$ cat config.mk
export PLATFORM = sky130hd
export DESIGN_NAME = vga_sync_decoder
export DESIGN_NICKNAME = d
export VERILOG_FILES = /design/src/rtl/vga_dec_pkg.sv /design/src/rtl/sync_edge_det.sv /design/src/rtl/vga_sync_decoder.sv
export SDC_FILE = /design/constraint.sdc
export NUM_CORES = 1
export LEC_CHECK = 0
export BUFFER_PORTS_ARGS = -buffer_cell sky130_fd_sc_hd__buf_2
export CORE_UTILIZATION = 50
export CTS_CLUSTER_DIAMETER = 120
export DETAILED_ROUTE_END_ITERATION = 12
export MAX_ROUTING_LAYER = met4
export PLACE_DENSITY = 0.71
export SLEW_MARGIN = 20
export SYNTH_ARGS = -nofsm -noshare
export SYNTH_HDL_FRONTEND = slang
export SYNTH_SLANG_ARGS = --single-unit
$ cat constraint.sdc
create_clock -name clk_25M -period 3.12 [get_ports clk_25M]
set_clock_uncertainty 0.1 [all_clocks]
set_input_delay 0.156 -clock clk_25M [delete_from_list [all_inputs] [get_ports clk_25M]]
set_output_delay 0.156 -clock clk_25M [all_outputs]
set_load 0.01 [all_outputs]
$ cat src/rtl/vga_dec_pkg.sv
// Shared types and default 640x480@60 raster constants for the VGA sync decoder.
package vga_dec_pkg;

    typedef enum logic [1:0] {
        SEARCH = 2'd0,
        CHECK  = 2'd1,
        LOCKED = 2'd2
    } dec_state_t;

    localparam int DEF_H_TOTAL     = 800;
    localparam int DEF_V_TOTAL     = 525;
    localparam int DEF_HD          = 640;
    localparam int DEF_VD          = 480;
    localparam int DEF_H_ACT_START = 144;
    localparam int DEF_V_ACT_START = 35;
    localparam int DEF_LOCK_FRAMES = 2;

    localparam logic [11:0] CNT_MAX = 12'd4095;

    localparam int POL_WIN_W = 20;
    localparam int POL_WIN   = 1 << POL_WIN_W;

    // Counters stick at CNT_MAX so a dead input reads as loss of signal.
    function automatic logic [11:0] sat_inc(input logic [11:0] v);
        return (v == CNT_MAX) ? v : v + 12'd1;
    endfunction

endpackage

$ cat src/rtl/sync_edge_det.sv
// Two-flop synchronizer with delayed copy and polarity-aware leading-edge pulse.
// The synchronized level is exported only when VGA_DEC_POL_DETECT_EN is defined.
module sync_edge_det (
    input  logic clk_25M,
    input  logic rst_p,
    input  logic sync_in,
    input  logic pol,
`ifdef VGA_DEC_POL_DETECT_EN
    output logic level,
`endif
    output logic lead_edge
);

    logic s1_reg, s2_reg, s3_reg;

    // Reset to the idle level of an active-low sync so release never fakes an edge.
    always_ff @(posedge clk_25M or posedge rst_p) begin
        if (rst_p) begin
            s1_reg <= 1'b1;
            s2_reg <= 1'b1;
            s3_reg <= 1'b1;
        end else begin
            s1_reg <= sync_in;
            s2_reg <= s1_reg;
            s3_reg <= s2_reg;
        end
    end

`ifdef VGA_DEC_POL_DETECT_EN
    assign level = s2_reg;
`endif
    assign lead_edge = pol ? (s2_reg & ~s3_reg) : (~s2_reg & s3_reg);

endmodule

$ cat src/rtl/vga_sync_decoder.sv
// Receive-side VGA timing recovery: measures line/frame length, locks, regenerates pixel coords.
// Optional sync polarity detection is enabled by defining VGA_DEC_POL_DETECT_EN.
module vga_sync_decoder
    import vga_dec_pkg::*;
#(
    parameter int H_TOTAL     = DEF_H_TOTAL,
    parameter int V_TOTAL     = DEF_V_TOTAL,
    parameter int HD          = DEF_HD,
    parameter int VD          = DEF_VD,
    parameter int H_ACT_START = DEF_H_ACT_START,
    parameter int V_ACT_START = DEF_V_ACT_START,
    parameter int LOCK_FRAMES = DEF_LOCK_FRAMES
) (
    input  logic        clk_25M,
    input  logic        rst_p,
    input  logic        hsync_in,
    input  logic        vsync_in,
    output logic [11:0] pixel_x,
    output logic [11:0] pixel_y,
    output logic        video_on,
    output logic        locked,
    output logic        sync_err,
    output logic [11:0] line_len,
    output logic [11:0] frame_lines,
    output logic        h_pol,
    output logic        v_pol
);

    logic [1:0] sync_raw, sync_pol, sync_edge;
`ifdef VGA_DEC_POL_DETECT_EN
    logic [1:0] sync_lvl;
`endif

    assign sync_raw = {vsync_in, hsync_in};

    // Channel 0 is hsync, channel 1 is vsync.
    generate
        for (genvar gi = 0; gi < 2; gi++) begin : g_sync
            sync_edge_det u_det (
                .clk_25M   (clk_25M),
                .rst_p     (rst_p),
                .sync_in   (sync_raw[gi]),
                .pol       (sync_pol[gi]),
`ifdef VGA_DEC_POL_DETECT_EN
                .level     (sync_lvl[gi]),
`endif
                .lead_edge (sync_edge[gi])
            );
        end
    endgenerate

    logic        h_edge, v_edge, boundary;
    logic [11:0] h_cnt_reg, v_cnt_reg, line_len_reg, frame_lines_reg;
    logic [11:0] h_len, v_len;
    logic        vs_armed_reg;

    assign h_edge   = sync_edge[0];
    assign v_edge   = sync_edge[1];
    assign h_len    = h_cnt_reg + 12'd1;
    assign v_len    = v_cnt_reg + 12'd1;
    assign boundary = h_edge && (vs_armed_reg || v_edge);

    always_ff @(posedge clk_25M or posedge rst_p) begin
        if (rst_p) begin
            h_cnt_reg       <= '0;
            v_cnt_reg       <= '0;
            line_len_reg    <= '0;
            frame_lines_reg <= '0;
            vs_armed_reg    <= 1'b0;
        end else begin
            if (h_edge) begin
                h_cnt_reg    <= '0;
                line_len_reg <= h_len;
            end else begin
                h_cnt_reg <= sat_inc(h_cnt_reg);
            end
            if (boundary) begin
                frame_lines_reg <= v_len;
                v_cnt_reg       <= '0;
                vs_armed_reg    <= 1'b0;
            end else begin
                if (h_edge) v_cnt_reg <= sat_inc(v_cnt_reg);
                if (v_edge) vs_armed_reg <= 1'b1;
            end
        end
    end

    dec_state_t state_reg;
    logic [3:0] good_cnt_reg;
    logic       locked_reg, sync_err_reg;
    logic       line_bad, frame_bad, sig_lost, win_done;

    assign line_bad  = h_edge && (h_len != 12'(H_TOTAL));
    assign frame_bad = boundary && (v_len != 12'(V_TOTAL));
    assign sig_lost  = (h_cnt_reg == CNT_MAX) || (v_cnt_reg == CNT_MAX);

    always_ff @(posedge clk_25M or posedge rst_p) begin
        if (rst_p) begin
            state_reg    <= SEARCH;
            good_cnt_reg <= '0;
            locked_reg   <= 1'b0;
            sync_err_reg <= 1'b0;
        end else begin
            sync_err_reg <= 1'b0;
            if (sig_lost || ((state_reg != SEARCH) && (line_bad || frame_bad))) begin
                state_reg    <= SEARCH;
                locked_reg   <= 1'b0;
                sync_err_reg <= (state_reg == LOCKED);
            end else begin
                case (state_reg)
                    SEARCH: if (boundary && win_done) begin
                        state_reg    <= CHECK;
                        good_cnt_reg <= '0;
                    end
                    CHECK: if (boundary) begin
                        good_cnt_reg <= good_cnt_reg + 4'd1;
                        if (good_cnt_reg + 4'd1 == 4'(LOCK_FRAMES)) begin
                            state_reg  <= LOCKED;
                            locked_reg <= 1'b1;
                        end
                    end
                    LOCKED: ;
                    default: state_reg <= SEARCH;
                endcase
            end
        end
    end

`ifdef VGA_DEC_POL_DETECT_EN
    logic [POL_WIN_W-1:0] win_cnt_reg;
    logic                 win_done_reg, win_last;

    assign win_last = (state_reg == SEARCH) && !win_done_reg && (win_cnt_reg == '1);
    assign win_done = win_done_reg;

    // Clearing outside SEARCH restarts the window on every re-entry.
    always_ff @(posedge clk_25M or posedge rst_p) begin
        if (rst_p) begin
            win_cnt_reg  <= '0;
            win_done_reg <= 1'b0;
        end else if (state_reg != SEARCH) begin
            win_cnt_reg  <= '0;
            win_done_reg <= 1'b0;
        end else if (!win_done_reg) begin
            win_cnt_reg  <= win_cnt_reg + 1'b1;
            win_done_reg <= win_last;
        end
    end

    generate
        for (genvar gi = 0; gi < 2; gi++) begin : g_pol
            logic [POL_WIN_W:0] hi_cnt_reg, hi_cnt_next;
            logic               pol_reg;

            assign hi_cnt_next  = hi_cnt_reg + {{POL_WIN_W{1'b0}}, sync_lvl[gi]};
            assign sync_pol[gi] = pol_reg;

            always_ff @(posedge clk_25M or posedge rst_p) begin
                if (rst_p) begin
                    hi_cnt_reg <= '0;
                    pol_reg    <= 1'b0;
                end else if (state_reg != SEARCH) begin
                    hi_cnt_reg <= '0;
                end else if (!win_done_reg) begin
                    hi_cnt_reg <= hi_cnt_next;
                    if (win_last) pol_reg <= (hi_cnt_next > (POL_WIN_W + 1)'(POL_WIN / 2));
                end
            end
        end
    endgenerate
`else
    assign sync_pol = 2'b00;
    assign win_done = 1'b1;
`endif

    logic h_act, v_act;

    assign h_act = (h_cnt_reg >= 12'(H_ACT_START)) && (h_cnt_reg <= 12'(H_ACT_START + HD - 1));
    assign v_act = (v_cnt_reg >= 12'(V_ACT_START)) && (v_cnt_reg <= 12'(V_ACT_START + VD - 1));

    assign video_on    = locked_reg && h_act && v_act;
    assign pixel_x     = video_on ? (h_cnt_reg - 12'(H_ACT_START)) : 12'd0;
    assign pixel_y     = video_on ? (v_cnt_reg - 12'(V_ACT_START)) : 12'd0;
    assign locked      = locked_reg;
    assign sync_err    = sync_err_reg;
    assign line_len    = line_len_reg;
    assign frame_lines = frame_lines_reg;
    assign h_pol       = sync_pol[0];
    assign v_pol       = sync_pol[1];

endmodule

Word level (Yosys, flattened, before mapping)
Cells that the tools add are included.
- add/sub/neg operators: 5
- multiply operators: 0
- divide/modulo/power cells: 0
- magnitude comparators: 4
- equality and inequality tests: 15
- shift-type cells: 0
- mux-type cells: 22
- bitwise operators: 5
- reduce and logical (&&, ||, !) cells: 24
- operators by type and width (operator ; number):
    2-to-1 mux 12 bit ; 7
    adder 12 x 1 -> 12 bit (second input constant) ; 2
    equality test 12 bit (second input constant) ; 2
    <= comparator 12 x 10 -> 1 bit (second input constant) ; 2
    inequality test 12 x 10 -> 1 bit (second input constant) ; 2
    nonzero test 2 bit ; 7
    greater-or-equal comparator 12 x 6 -> 1 bit (second input constant) ; 1
    greater-or-equal comparator 12 x 8 -> 1 bit (second input constant) ; 1
    subtractor 12 x 6 -> 12 bit (second input constant) ; 1
    subtractor 12 x 8 -> 12 bit (second input constant) ; 1
    inequality test 2 bit (second input constant) ; 5
    inequality test 3 bit (second input constant) ; 3
    logical AND 1 bit ; 8
    2-to-1 mux 2 bit ; 4
    2-to-1 mux 4 bit ; 2
    one-hot mux 4 bit (2 select lines) ; 1
    AND reduction 4 bit ; 2
    2-to-1 mux 1 bit ; 7
    one-hot mux 2 bit (3 select lines) ; 1
    adder 4 x 1 -> 4 bit (second input constant) ; 1
    equality test 4 x 2 -> 1 bit (second input constant) ; 1
    logical OR 1 bit ; 4
    NOT 1 bit ; 3
    AND reduction 3 bit ; 1
    5 further kinds ; 6
- register bits: 63
- bits in latches: 0
- RAM bits: 0
- bits in read-only memories: 0
- output and inout port bits: 53
- word-level logic and storage cells: 90
- memories kept: 0

Depth between registers and ports, before layout
Gate-level depths: netlist (run 1).
- depth in word-level cells: 10
- gate-level depth with buffers: 11
- depth with buffers taken out: 8

By module
A second synthesis (run 1) with hierarchy kept.
- cell total of the unflattened synthesis: 429
- area total of the unflattened synthesis: 3867.5 um^2
- by module, submodules not included (module ; instances ; cells an instance ; area each (um^2)):
    vga_sync_decoder ; 1 ; 415 ; 3657.3
    sync_edge_det ; 2 ; 7 ; 105.1

Worst setup path after synthesis (run 1)
Ideal clock, no wire load.
- path type: register to register
- from: reg h_cnt_reg[1]
- to: reg good_cnt_reg[2]
- library setup time: 83 ps
- data arrival time: 2241 ps
- setup slack: 696 ps
- cell stages (with the launch flop): 8
- period minus slack after synthesis: 2424 ps
- cell sequence: dfrtp_1 ha_1 nand4_4 or3_1 a21oi_1 a41oi_4 or4_1 o21ai_0
- longest elaborated chain between the ends: 8
- elaborated cells on any way between the ends: 10
- ends and longest elaborated chain (item ; line ; text):
    from (decl) ; vga_sync_decoder.sv:53 ; logic [11:0] h_cnt_reg, v_cnt_reg, line_len_reg, frame_lines_reg;
    from (signal assigned) ; vga_sync_decoder.sv:75 ; h_cnt_reg <= sat_inc(h_cnt_reg);
    adder 12 x 1 -> 12 bit ; vga_sync_decoder.sv:59 ; assign h_len = h_cnt_reg + 12'd1;
    inequality test 12 x 10 -> 1 bit ; vga_sync_decoder.sv:93 ; assign line_bad = h_edge && (h_len != 12'(H_TOTAL));
    logical AND 1 bit ; vga_sync_decoder.sv:93 ;
    logical OR 1 bit ; vga_sync_decoder.sv:105 ; if (sig_lost || ((state_reg != SEARCH) && (line_bad || frame_bad))) begin
    logical AND 1 bit ; vga_sync_decoder.sv:105 ;
    logical OR 1 bit * ; vga_sync_decoder.sv:105 ;
    NOT 1 bit (no source line) * ; n/a ;
    AND reduction 4 bit (no source line) * ; n/a ;
    to (signal assigned) ; vga_sync_decoder.sv:116 ; good_cnt_reg <= good_cnt_reg + 4'd1;
    to (decl) ; vga_sync_decoder.sv:89 ; logic [3:0] good_cnt_reg;
Mark *: on every way between the ends. The rest lies on a longest branch, timed or not.
A chain may end at the register's enable or synchronous reset.

Worst setup path after layout (run 1)
- from: reg h_cnt_reg[4]
- to: out pixel_y[5]
- longest elaborated chain between the ends: 5
- elaborated cells on any way between the ends: 6
- ends and longest elaborated chain (item ; line ; text):
    greater-or-equal comparator 12 x 8 -> 1 bit / <= comparator 12 x 10 -> 1 bit (equally long branches) ; vga_sync_decoder.sv:178 ; assign h_act = (h_cnt_reg >= 12'(H_ACT_START)) && (h_cnt_reg <= 12'(H_ACT_START + HD - 1));
    logical AND 1 bit * ; vga_sync_decoder.sv:178 ;
    logical AND 1 bit * (2 in series) ; vga_sync_decoder.sv:181 ; assign video_on = locked_reg && h_act && v_act;
    2-to-1 mux 12 bit * ; vga_sync_decoder.sv:183 ; assign pixel_y = video_on ? (v_cnt_reg - 12'(V_ACT_START)) : 12'd0;
    to (decl) ; vga_sync_decoder.sv:19 ; output logic [11:0] pixel_y,
Marks and branches as above.

==> results of run 1 <==
[worst max-delay path by stage]
stage | depth (start not counted) | endpoint | slack [ps]
after floorplan | 7 | good_cnt_reg[2] | 700
after global placement | 10 | pixel_y[5] | 530
after detailed placement | 7 | good_cnt_reg[2] | 450
after CTS | 10 | pixel_y[5] | 100
after global routing | 10 | pixel_y[5] | 7
final | 10 | pixel_y[5] | 250
[cells by family after synthesis]
kind of cell	count (synthesis)	share of synthesized area [%]
other cells	1	0.0973
simple gates	188	24.8
flops	63	41.1
buf+inv	54	7.14
fa+ha+maj	11	3.57
xor+xnor	38	8.64
compound gates	88	14.7
[where the power goes]
group	switching (uW)	internal, uW	leakage (uW)	total [uW]
clock network	311	391	0.0000936	702
registers	115	900	0.000834	1020
logic	208	150	0.00106	359
total	635	1440	0.00199	2080
[worst reg2reg max path: cells and delay by family, from the launching register on]
kind                     cells  cell delay (ps)
adder cells (fa/ha/maj)      1              340
AND/OR/NAND/NOR              3             1140
AO/OA/AOI/OAI                3              530
flip-flops                   1              480
[layout make-up]
class / instances / area share, %
Inverter: 17 / 1.46
Clock inverter: 3 / 0.971
Tap cell: 99 / 2.83
Clock buffer: 13 / 3.40
Multi-Input combinational cell: 328 / 45.7
Sequential cell: 63 / 36.2
Timing Repair Buffer: 72 / 9.48
[per-layer routing]
| layer | global-route usage [%] | vias up | wire length [um] |
|---|---|---|---|
| li1 | - | 1618 | - |
| met4 | 8.47 | 0 | 127 |
| met5 | - | - | 0 |
| met3 | 5.50 | 12 | 685 |
| met2 | 35.8 | 141 | 4000 |
| met1 | 36.2 | 1582 | 4510 |
[cell usage in the layout, fill, tap and decap left out, types with 14 or more instances in the layout]
cell	synthesis	layout
a21oi_1	22	22
nand3_1	18	18
buf_2	4	53
xnor2_1	31	31
o21ai_0	40	40
nand2_1	53	53
inv_1	17	16
nor3_1	14	14
nor2_1	45	45
dfrtp_1	57	56
buf_4	6	16
[stage by stage]
stage               setup slack (ps)  cell area (um2)
floorplan                        696             3860
global placement                 525             4160
detailed placement               455             4160
CTS                             99.5             4380
global route                    6.53             4380
finish                           246             4380
[timing repair]
item / CTS / global route
hold endpoints to repair: 18 / 0
endpoints found under the setup margin: 0 / 13
hold buffers: 3 / 0
gates resized for setup: 0 / 1
==> qor.yml, run 1 <==
run_status:
  status: "complete, no violations"
setup_path:
  path_max_fanout: 12
  worstReg2RegEnd: "good_cnt_reg[2]"
  cp_num_buf_inv: 3
  crit_arrival_ps: 2620
  path_cells: "inv_1, ha_1, nand2b_1, a211oi_1, o31ai_1, nand4b_1, or3_1, buf_4, nor3_1, buf_2"
  slowest_stage: "dfrtp_2"
  startpoint: "h_cnt_reg[4]"
  r2r-start: "h_cnt_reg[0]"
  crit_path_start_kind: "flip-flop"
  criticalPathCategory: "reg -> out"
  worst-r2r-setup-slack_ps: 470
  cp.required_ps: 2860
  end_kind: "output port"
  r2r_cells: 7
  path_delay_family: "simple AND/OR/NAND/NOR gates"
  crit_path_max_incr_delay_ps: 500
timing:
  holdWs_ps: 256
  hold_viol_final: 0
  fmaxAchievable_mhz: 348
  finalCriticalPeriod_ps: 2870
  worstMarginPinSlew_ps: 524
  rsz0062_at_grt: "no"
  period_share_pct: 92.1
  slew_headroom_pct: 64.8
  tns_ps: 0
  setup_viol: 0
  slew_viol_final: 0
cells_and_area:
  fin_util_pct: 59.5
  fillers: 662
  nets: 506
  n_antenna_cell: 0
  final_cells: 595
  synthToLayoutAreaGrowth_pct: 13.7
  register_area_mm2: 0.00159
  multi_input_area_mm2: 0.00200
  drive_gt1_share_pct: 21.2
grt:
  grt_remaining_overflow: 0
  grt_usage_pct: 25.4
  grt_pass1_wl_um: 15900
  antenna_found_initial: 0
  grt_max_degree: 29
  grt_pass1_vias: 3213
synthesis:
  synth-warning-count: 0
  netlist_area_mm2: 0.00385
  yosysMostFrequentCell: "dfrtp_1"
  yosysSeqAreaShare_pct: 41.1
  async_flop_share_pct: 100
  synth_area_leader_cell: "dfrtp_1"
  ys.flop_type: "dfrtp_1"
  syn-instance-count: 443
  synth_edf_count: 0
  netlist_top_cells_count: "dfrtp_1, nand2_1, nor2_1"
  yosys.cell_types.count: 58
  synth.top_cell.area_share_pct: 37.0
  synth-seq-cells: 63
  syn_avg_cell_area_um2: 8.70
  yosys-top-cells-area: "dfrtp_1, xnor2_1, o21ai_0, nand2_1, nor2_1"
clocking:
  cts_root_buf: "clkbuf_8"
  cts_setup_buffers: 0
  cts_tree: "built"
  clkLatencyLatePin_ps: 330
  cts_buffers: 9
  htree_levels: 3
  cts_max_path_buffers: 2
  cts_num_sinks: 63
  clk_pin_slew_worst_paths_ps: 70
routing:
  drt_iter0_markers: 291
  vias_per_cell: 5.64
  wl_per_cell_um: 15.7
  first_pass_iters: 5
  drc: 0
  routed_wl_um: 9320
  vias: 3353
  ant_nets: 0
hold_path:
  holdPathStages: 0
  hold_class: "reg -> reg"
  min_from: "g_sync[0].u_det.s1_reg"
  whs_endpoint: "g_sync[0].u_det.s2_reg"
die:
  num_io_pins: 57
  dieArea_mm2: 0.00806
  initial_core_util_pct: 52.3
  rows: 31
  die_x_um: 89.8
  coreArea_mm2: 0.00737
  die_h_um: 89.8
pwr:
  power.density_mw_per_mm2: 474
  irDropWorstVdd_uv: 303
  leakage_uw: 0.00199
  fin_total_pwr_uw: 2080
placement:
  dp_hpwl_um: 6740
  dp.cells: 576
  port_buffers: 53
  routabilityCongestion: 0.979
run:
  max_cap_viol_count: 0
Note: power is estimated with default switching activity, not from simulation.
==> run 2, diff against run 1 <==
- ABC_AREA: unset -> 1
- PLACE_DENSITY: 0.71 -> 0.72
==> run 2 against run 1 <==
Effect of this change: routed wire length fell by 12%; via count fell by 4.2%; highest routed layer unchanged; worst hold slack improved by 9.8 ps.
==> qor.yml, run 2 <==
grt:
  grt_pass1_vias: 3069  # was 3213
  grt_pass1_wl_um: 14200  # was 15900 um
  grt_usage_pct: 25.2  # was 25.4%
  antenna_found_initial: 0  # unchanged
  use_met1_pct: 31.4  # was 36.2%
  grt_use_met2_pct: 39.6  # was 35.8%
  grt_max_degree: 64  # was 29
  met3_usage_pct: 4.27  # was 5.50%
  grt_remaining_overflow: 0  # unchanged
  grt.busiest_layer: "met2"  # was met1
setup_path:
  crit_top_cell: "nor2_1"
  crit_cells: 9  # was 10
  path_cells: "ha_1, nand2_1, nor2_1, a21oi_1, o211ai_1, o2111ai_4, buf_4, nor2_1, buf_2"  # was inv_1, ha_1, nand2b_1, a211oi_1, o31ai_1, nand4b_1, or3_1, buf_4, nor3_1, buf_2
  slowest_stage: "dfrtp_1"  # was dfrtp_2
  criticalPathCategory: "reg -> out"  # unchanged
  crit_path_max_incr_delay_ps: 480  # was 500 ps
  path_delay_family: "compound AO/OA/AOI/OAI gates"  # was simple AND/OR/NAND/NOR gates
  worstReg2RegEnd: "v_cnt_reg[2]"  # was good_cnt_reg[2]
  end_kind: "output port"  # unchanged
  path_max_fanout: 13  # was 12
  cp.required_ps: 2860  # about the same
  worst-r2r-setup-slack_ps: 870  # was 470 ps
  cp_num_buf_inv: 2  # was 3
  critPathCapture: "pixel_x[11]"  # was pixel_y[5]
  startpoint: "h_cnt_reg[0]"  # was h_cnt_reg[4]
  r2r-start: "v_cnt_reg[0]"  # was h_cnt_reg[0]
  crit_arrival_ps: 2580  # was 2620 ps
  r2r_cells: 8  # was 7
  crit_path_start_kind: "flip-flop"  # unchanged
timing:
  worstMarginPinSlew_ps: 793  # was 524 ps
  tns_ps: 0  # unchanged
  layout_setup_ws_ps: 284  # was 246 ps
  hold_viol_final: 0  # unchanged
  finalCriticalPeriod_ps: 2840  # was 2870 ps
  slew_viol_final: 0  # unchanged
  rsz0062_at_grt: "no"  # unchanged
  slew_headroom_pct: 47.1  # was 64.8%
  setup_viol: 0  # unchanged
  period_share_pct: 90.9  # was 92.1%
  fmaxAchievable_mhz: 353  # was 348 MHz
die:
  die_h_um: 87.1  # was 89.8 um
  num_io_pins: 57  # unchanged
  initial_core_util_pct: 52.4  # was 52.3%
  coreArea_mm2: 0.00691  # was 0.00737 mm2
  die_x_um: 87.1  # was 89.8 um
  dieArea_mm2: 0.00759  # was 0.00806 mm2
  rows: 30  # was 31
routing:
  vias: 3212  # was 3353
  first_pass_iters: 4  # was 5
  vias_per_cell: 5.11  # was 5.64
  ant_nets: 0  # unchanged
  drc: 0  # unchanged
  routed_wl_um: 8200  # was 9320 um
  drt_iter0_markers: 134  # was 291
  wl_per_cell_um: 13.1  # was 15.7 um
clocking:
  cts_tree: "built"  # unchanged
  htree_levels: 3  # unchanged
  cts_buffers: 9  # unchanged
  cts_root_buf: "clkbuf_8"  # unchanged
  cts_setup_buffers: 0  # unchanged
  clkLatencyLatePin_ps: 340  # was 330 ps
  cts_num_sinks: 63  # unchanged
  clk_pin_slew_worst_paths_ps: 70  # about the same
  cts_max_path_buffers: 2  # unchanged
cells_and_area:
  fillers: 637  # was 662
  fin_area_mm2: 0.00421  # was 0.00438 mm2
  final_common_cell: "nand2_1"  # was dfrtp_1
  nets: 542  # was 506
  final_cell_mix: "nand2_1, inv_1, dfrtp_1"  # was dfrtp_1, nand2_1, buf_2
  synthToLayoutAreaGrowth_pct: 16.3  # was 13.7%
  n_antenna_cell: 0  # unchanged
  drive_gt1_share_pct: 20.5  # was 21.2%
  final_cells: 628  # was 595
synthesis:
  syn-instance-count: 468  # was 443
  ys.flop_type: "dfrtp_1"  # unchanged
  yosysSeqAreaShare_pct: 43.7  # was 41.1%
  netlist_area_mm2: 0.00362  # was 0.00385 mm2
  yosys-top-cells-area: "dfrtp_1, nand2_1, inv_1, nor2_1, o21ai_0"  # was dfrtp_1, xnor2_1, o21ai_0, nand2_1, nor2_1
  synth.top_cell.area_share_pct: 39.4  # was 37.0%
  synth-warning-count: 0  # unchanged
  synth_area_leader_cell: "dfrtp_1"  # unchanged
  netlist_top_cells_count: "nand2_1, inv_1, dfrtp_1"  # was dfrtp_1, nand2_1, nor2_1
  async_flop_share_pct: 100  # unchanged
  synth_edf_count: 0  # unchanged
  syn_avg_cell_area_um2: 7.74  # was 8.70 um2
  synth-seq-cells: 63  # unchanged
  yosys.cell_types.count: 36  # was 58
  yosysMostFrequentCell: "nand2_1"  # was dfrtp_1
placement:
  dp_hpwl_um: 6040  # was 6740 um
  place_area_mm2: 0.00397  # was 0.00416 mm2
  dp.cells: 609  # was 576
  routabilityCongestion: 0.880  # was 0.979
  port_buffers: 53  # unchanged
  pre_cts_ws_ps: 650  # was 455 ps
pwr:
  power.density_mw_per_mm2: 524  # was 474 mW/mm2
  irDropWorstVdd_uv: 359  # was 303 uV
  leakage_uw: 0.00222  # was 0.00199 uW
hold_path:
  hold_class: "reg -> reg"  # unchanged
run_status:
  status: "complete, no violations"  # unchanged
run:
  max_cap_viol_count: 0  # unchanged
==> run 2: changes by cell type after synthesis, sizes merged, moves of 7 or more <==
cell and change:
nand2 +61, inv +46, xnor2 -29, nor2 +19, clkbuf -15, nand3 +14
a21oi -7
==> run 2: routing by layer <==
layer	share of wire (%)	up-vias	wire [um]
met5	0	-	0
met4	3.1	0	251
met3	5.3	25	433
met2	46	97	3810
met1	45	1471	3710
li1	-	1619	-
==> run 2: cells by family (layout without fill, tap and decap cells) <==
group                    after synthesis  in the layout  share of synthesized area (%)
adder cells (fa/ha/maj)               11             11                           3.80
other                                  1              3                          0.104
XOR/XNOR                              14             14                           3.39
AND/OR/NAND/NOR                      226            226                           28.0
AO/OA/AOI/OAI                         74             74                           12.0
flip-flops                            63             63                           43.7
buffers and inverters                 79            141                           8.98
==> run 2: final cells by class <==
class | instances | area (um2) | area share [%]
inverter | 63 | 236 | 5.61
timing repair buffer | 62 | 340 | 8.08
clock buffer | 13 | 159 | 3.77
multi-input combinational | 328 | 1730 | 41.1
clock inverter | 3 | 42.5 | 1.01
sequential | 63 | 1580 | 37.6
tap | 96 | 120 | 2.85
==> run 2: power breakdown <==
| part | internal, uW | leakage (uW) | total [uW] | switching [uW] |
|---|---|---|---|---|
| registers | 921 | 0.000833 | 1020 | 101 |
| clock network | 412 | 0.0000996 | 717 | 305 |
| logic | 173 | 0.00129 | 468 | 294 |
| total | 1510 | 0.00222 | 2210 | 701 |
==> run 2: how the worst min path moves through the flow <==
stage,end,start,depth (start not counted)
floorplan,g_sync[0].u_det.s1_reg,hsync_in,0
global placement,g_sync[0].u_det.s1_reg,hsync_in,1
detailed placement,g_sync[1].u_det.s1_reg,vsync_in,1
CTS,g_sync[1].u_det.s3_reg,g_sync[1].u_det.s2_reg,0
global route,g_sync[0].u_det.s2_reg,g_sync[0].u_det.s1_reg,0
finish,g_sync[1].u_det.s3_reg,g_sync[1].u_det.s2_reg,0
==> run 2: repair_timing <==
action,in CTS,in global routing
endpoints found under the hold margin,59,0
resized for setup,0,1
hold buffers,3,0
endpoints found under the setup margin,0,2
==> run 2: metrics by stage <==
stage / power [uW] / utilization (%) / hold slack [ps]
global route: 2360 / 61.0 / 272
global placement: 1490 / 57.5 / 161
detailed placement: 1500 / 57.5 / 162
finish: 2210 / 61.0 / 266
CTS: 2230 / 60.9 / 265
floorplan: 1370 / - / 60.5
==> run 3, diff against run 2 <==
- CORE_UTILIZATION: 50 -> 41
- MAX_ROUTING_LAYER: met4 -> unset
- PLACE_DENSITY: 0.72 -> unset
==> run 3 against run 2 <==
Effect of this change: core utilization decreased by 11 points; design area decreased by 0.24%; setup slack got worse by 42 ps; count of clock-buffer cells in the layout decreased by 1; flip-flop and latch count unchanged; die area increased by 21%; register-to-register slack improved by 90 ps; non-clock buffer count unchanged; critical path depth unchanged; critical path type unchanged; critical endpoint is now pixel_x[6].
==> qor.yml, run 3 (same netlist as run 2, synthesis figures left out) <==
setup_path:
  crit_path_start_kind: "flip-flop"  # unchanged
  crit_arrival_ps: 2620  # was 2580 ps
  path_max_fanout: 13  # unchanged
  cp.required_ps: 2860  # about the same
  end_kind: "output port"  # unchanged
  criticalPathCategory: "reg -> out"  # unchanged
routing:
  dr_wl_met2_um: 3860  # was 3810 um
  drt_iter0_markers: 138  # was 134
  topRoutingLayerUsed: "met4"  # unchanged
  drc: 0  # unchanged
  m1WireLength_um: 4190  # was 3710 um
  ant_nets: 0  # unchanged
  first_pass_iters: 4  # unchanged
  wl_per_cell_um: 13.2  # was 13.1 um
  route.met3.wl_um: 306  # was 433 um
  vias_per_cell: 5.05  # was 5.11
  routed_wl_um: 8420  # was 8200 um
  vias: 3218  # was 3212
grt:
  grt_pass1_wl_um: 14400  # was 14200 um
  grt_max_degree: 49  # was 64
  grt_remaining_overflow: 0  # unchanged
  grt_pass1_vias: 3030  # was 3069
  grt_usage_pct: 20.4  # was 25.2%
  antenna_found_initial: 0  # unchanged
clocking:
  cts_resized: 0  # unchanged
  cts_tree: "built"  # unchanged
  cts_setup_buffers: 0  # unchanged
  hold_buffers: 2  # was 3
  htree_levels: 3  # unchanged
  cts_max_path_buffers: 2  # unchanged
  clkLatencyLatePin_ps: 330  # was 340 ps
  cts_num_sinks: 63  # unchanged
  cts_root_buf: "clkbuf_8"  # unchanged
  clk_pin_slew_worst_paths_ps: 70  # about the same
  cts_buffers: 9  # unchanged
timing:
  period_share_pct: 92.3  # was 90.9%
  finalCriticalPeriod_ps: 2880  # was 2840 ps
  tns_ps: 0  # unchanged
  worstMarginPinSlew_ps: 841  # was 793 ps
  setup_viol: 0  # unchanged
  hold_viol_final: 0  # unchanged
  rsz0062_at_grt: "no"  # unchanged
  fmaxAchievable_mhz: 347  # was 353 MHz
  slew_viol_final: 0  # unchanged
  slew_headroom_pct: 43.9  # was 47.1%
cells_and_area:
  fin_area_mm2: 0.00420  # was 0.00421 mm2
  nets: 542  # unchanged
  final_common_cell: "nand2_1"  # unchanged
  synthToLayoutAreaGrowth_pct: 16.1  # was 16.3%
  n_antenna_cell: 0  # unchanged
  fillers: 838  # was 637
  drive_gt1_share_pct: 20.5  # unchanged
  final_cell_mix: "nand2_1, inv_1, dfrtp_1"  # unchanged
die:
  rows: 33  # was 30
  die_x_um: 96.0  # was 87.1 um
  coreArea_mm2: 0.00838  # was 0.00691 mm2
  initial_core_util_pct: 43.2  # was 52.4%
  dieArea_mm2: 0.00922  # was 0.00759 mm2
  die_h_um: 96.0  # was 87.1 um
  num_io_pins: 57  # unchanged
run_status:
  status: "complete, no violations"  # unchanged
run:
  max_cap_viol_count: 0  # unchanged
hold_path:
  hold_class: "reg -> reg"  # unchanged
pwr:
  power.density_mw_per_mm2: 522  # was 524 mW/mm2
  p_sw_uw: 712  # was 701 uW
  intPower_uw: 1480  # was 1510 uW
  combPwrFrac_pct: 21.4  # was 21.2%
  seqPwrFrac_pct: 46.6  # was 46.3%
  clkPwrFrac_pct: 32.0  # was 32.5%
  switching_share_pct: 32.5  # was 31.8%
  leakage_uw: 0.00222  # about the same
  irDropWorstVdd_uv: 339  # was 359 uV
placement:
  place_area_mm2: 0.00398  # was 0.00397 mm2
  dp_hpwl_um: 6210  # was 6040 um
  routabilityCongestion: 0.873  # was 0.880
  port_buffers: 53  # unchanged
==> run 3: changes by cell type in the layout (fill, tap and decap cells not counted), sizes merged <==
cell      change
clkbuf        -1
clkinvlp      -1
inv           -1
clkinv        +3
==> run 3: cell type report <==
type,count,area [um2],area share [%]
clock buffer,12,145,3.45
clock inverter,4,45.0,1.07
inverter,63,238,5.65
multi-input combinational,328,1720,40.9
sequential,63,1580,37.7
tap,105,131,3.13
timing repair buffer,62,340,8.10
==> run 3: worst paths after layout <==
path / start / slack, ps / cells after the start / to
min reg2reg: g_sync[1].u_det.s1_reg / 260 / 0 / g_sync[1].u_det.s2_reg
max in group asynchronous: rst_p / 1790 / 4 / v_cnt_reg[4]
max reg2reg: v_cnt_reg[0] / 960 / 9 / v_cnt_reg[0]
min: g_sync[1].u_det.s1_reg / 260 / 0 / g_sync[1].u_det.s2_reg
min in group asynchronous: rst_p / 420 / 3 / line_len[8]
max: h_cnt_reg[4] / 240 / 9 / pixel_x[6]
==> run 3: through the flow <==
step	hold slack (ps)	power, uW	cells	worst slack (ps)	utilization, %
floorplan	60.5	1370	470	1150	-
global placement	162	1490	618	702	47.5
detailed placement	163	1510	618	614	47.5
CTS	4.18	2220	636	236	50.0
global route	265	2350	637	32.4	50.2
finish	257	2190	637	242	50.2
==> run 3: power groups by stage <==
stage	Sequential [uW]	Combinational, uW	Clock, uW
global route	1040	542	763
CTS	1020	475	725
finish	1020	470	702
detailed placement	1040	470	0
global placement	1030	463	0
floorplan	1030	335	0
==> run 3: critical path, cell delays in order, from the launching register on <==
cell and delay [ps]:
dfrtp_1 490, inv_1 150, ha_1 250, nand2_1 100, nand2_1 100, a31oi_1 240, o2111ai_2 400, buf_4 320
a21oi_1 110, buf_2 140
==> run 3: per-layer routing <==
layer,GRT usage (%),vias to the layer above
met2,32.7,64
met1,27.9,1531
met5,0,-
met4,7.34,0
li1,-,1619
met3,3.08,4
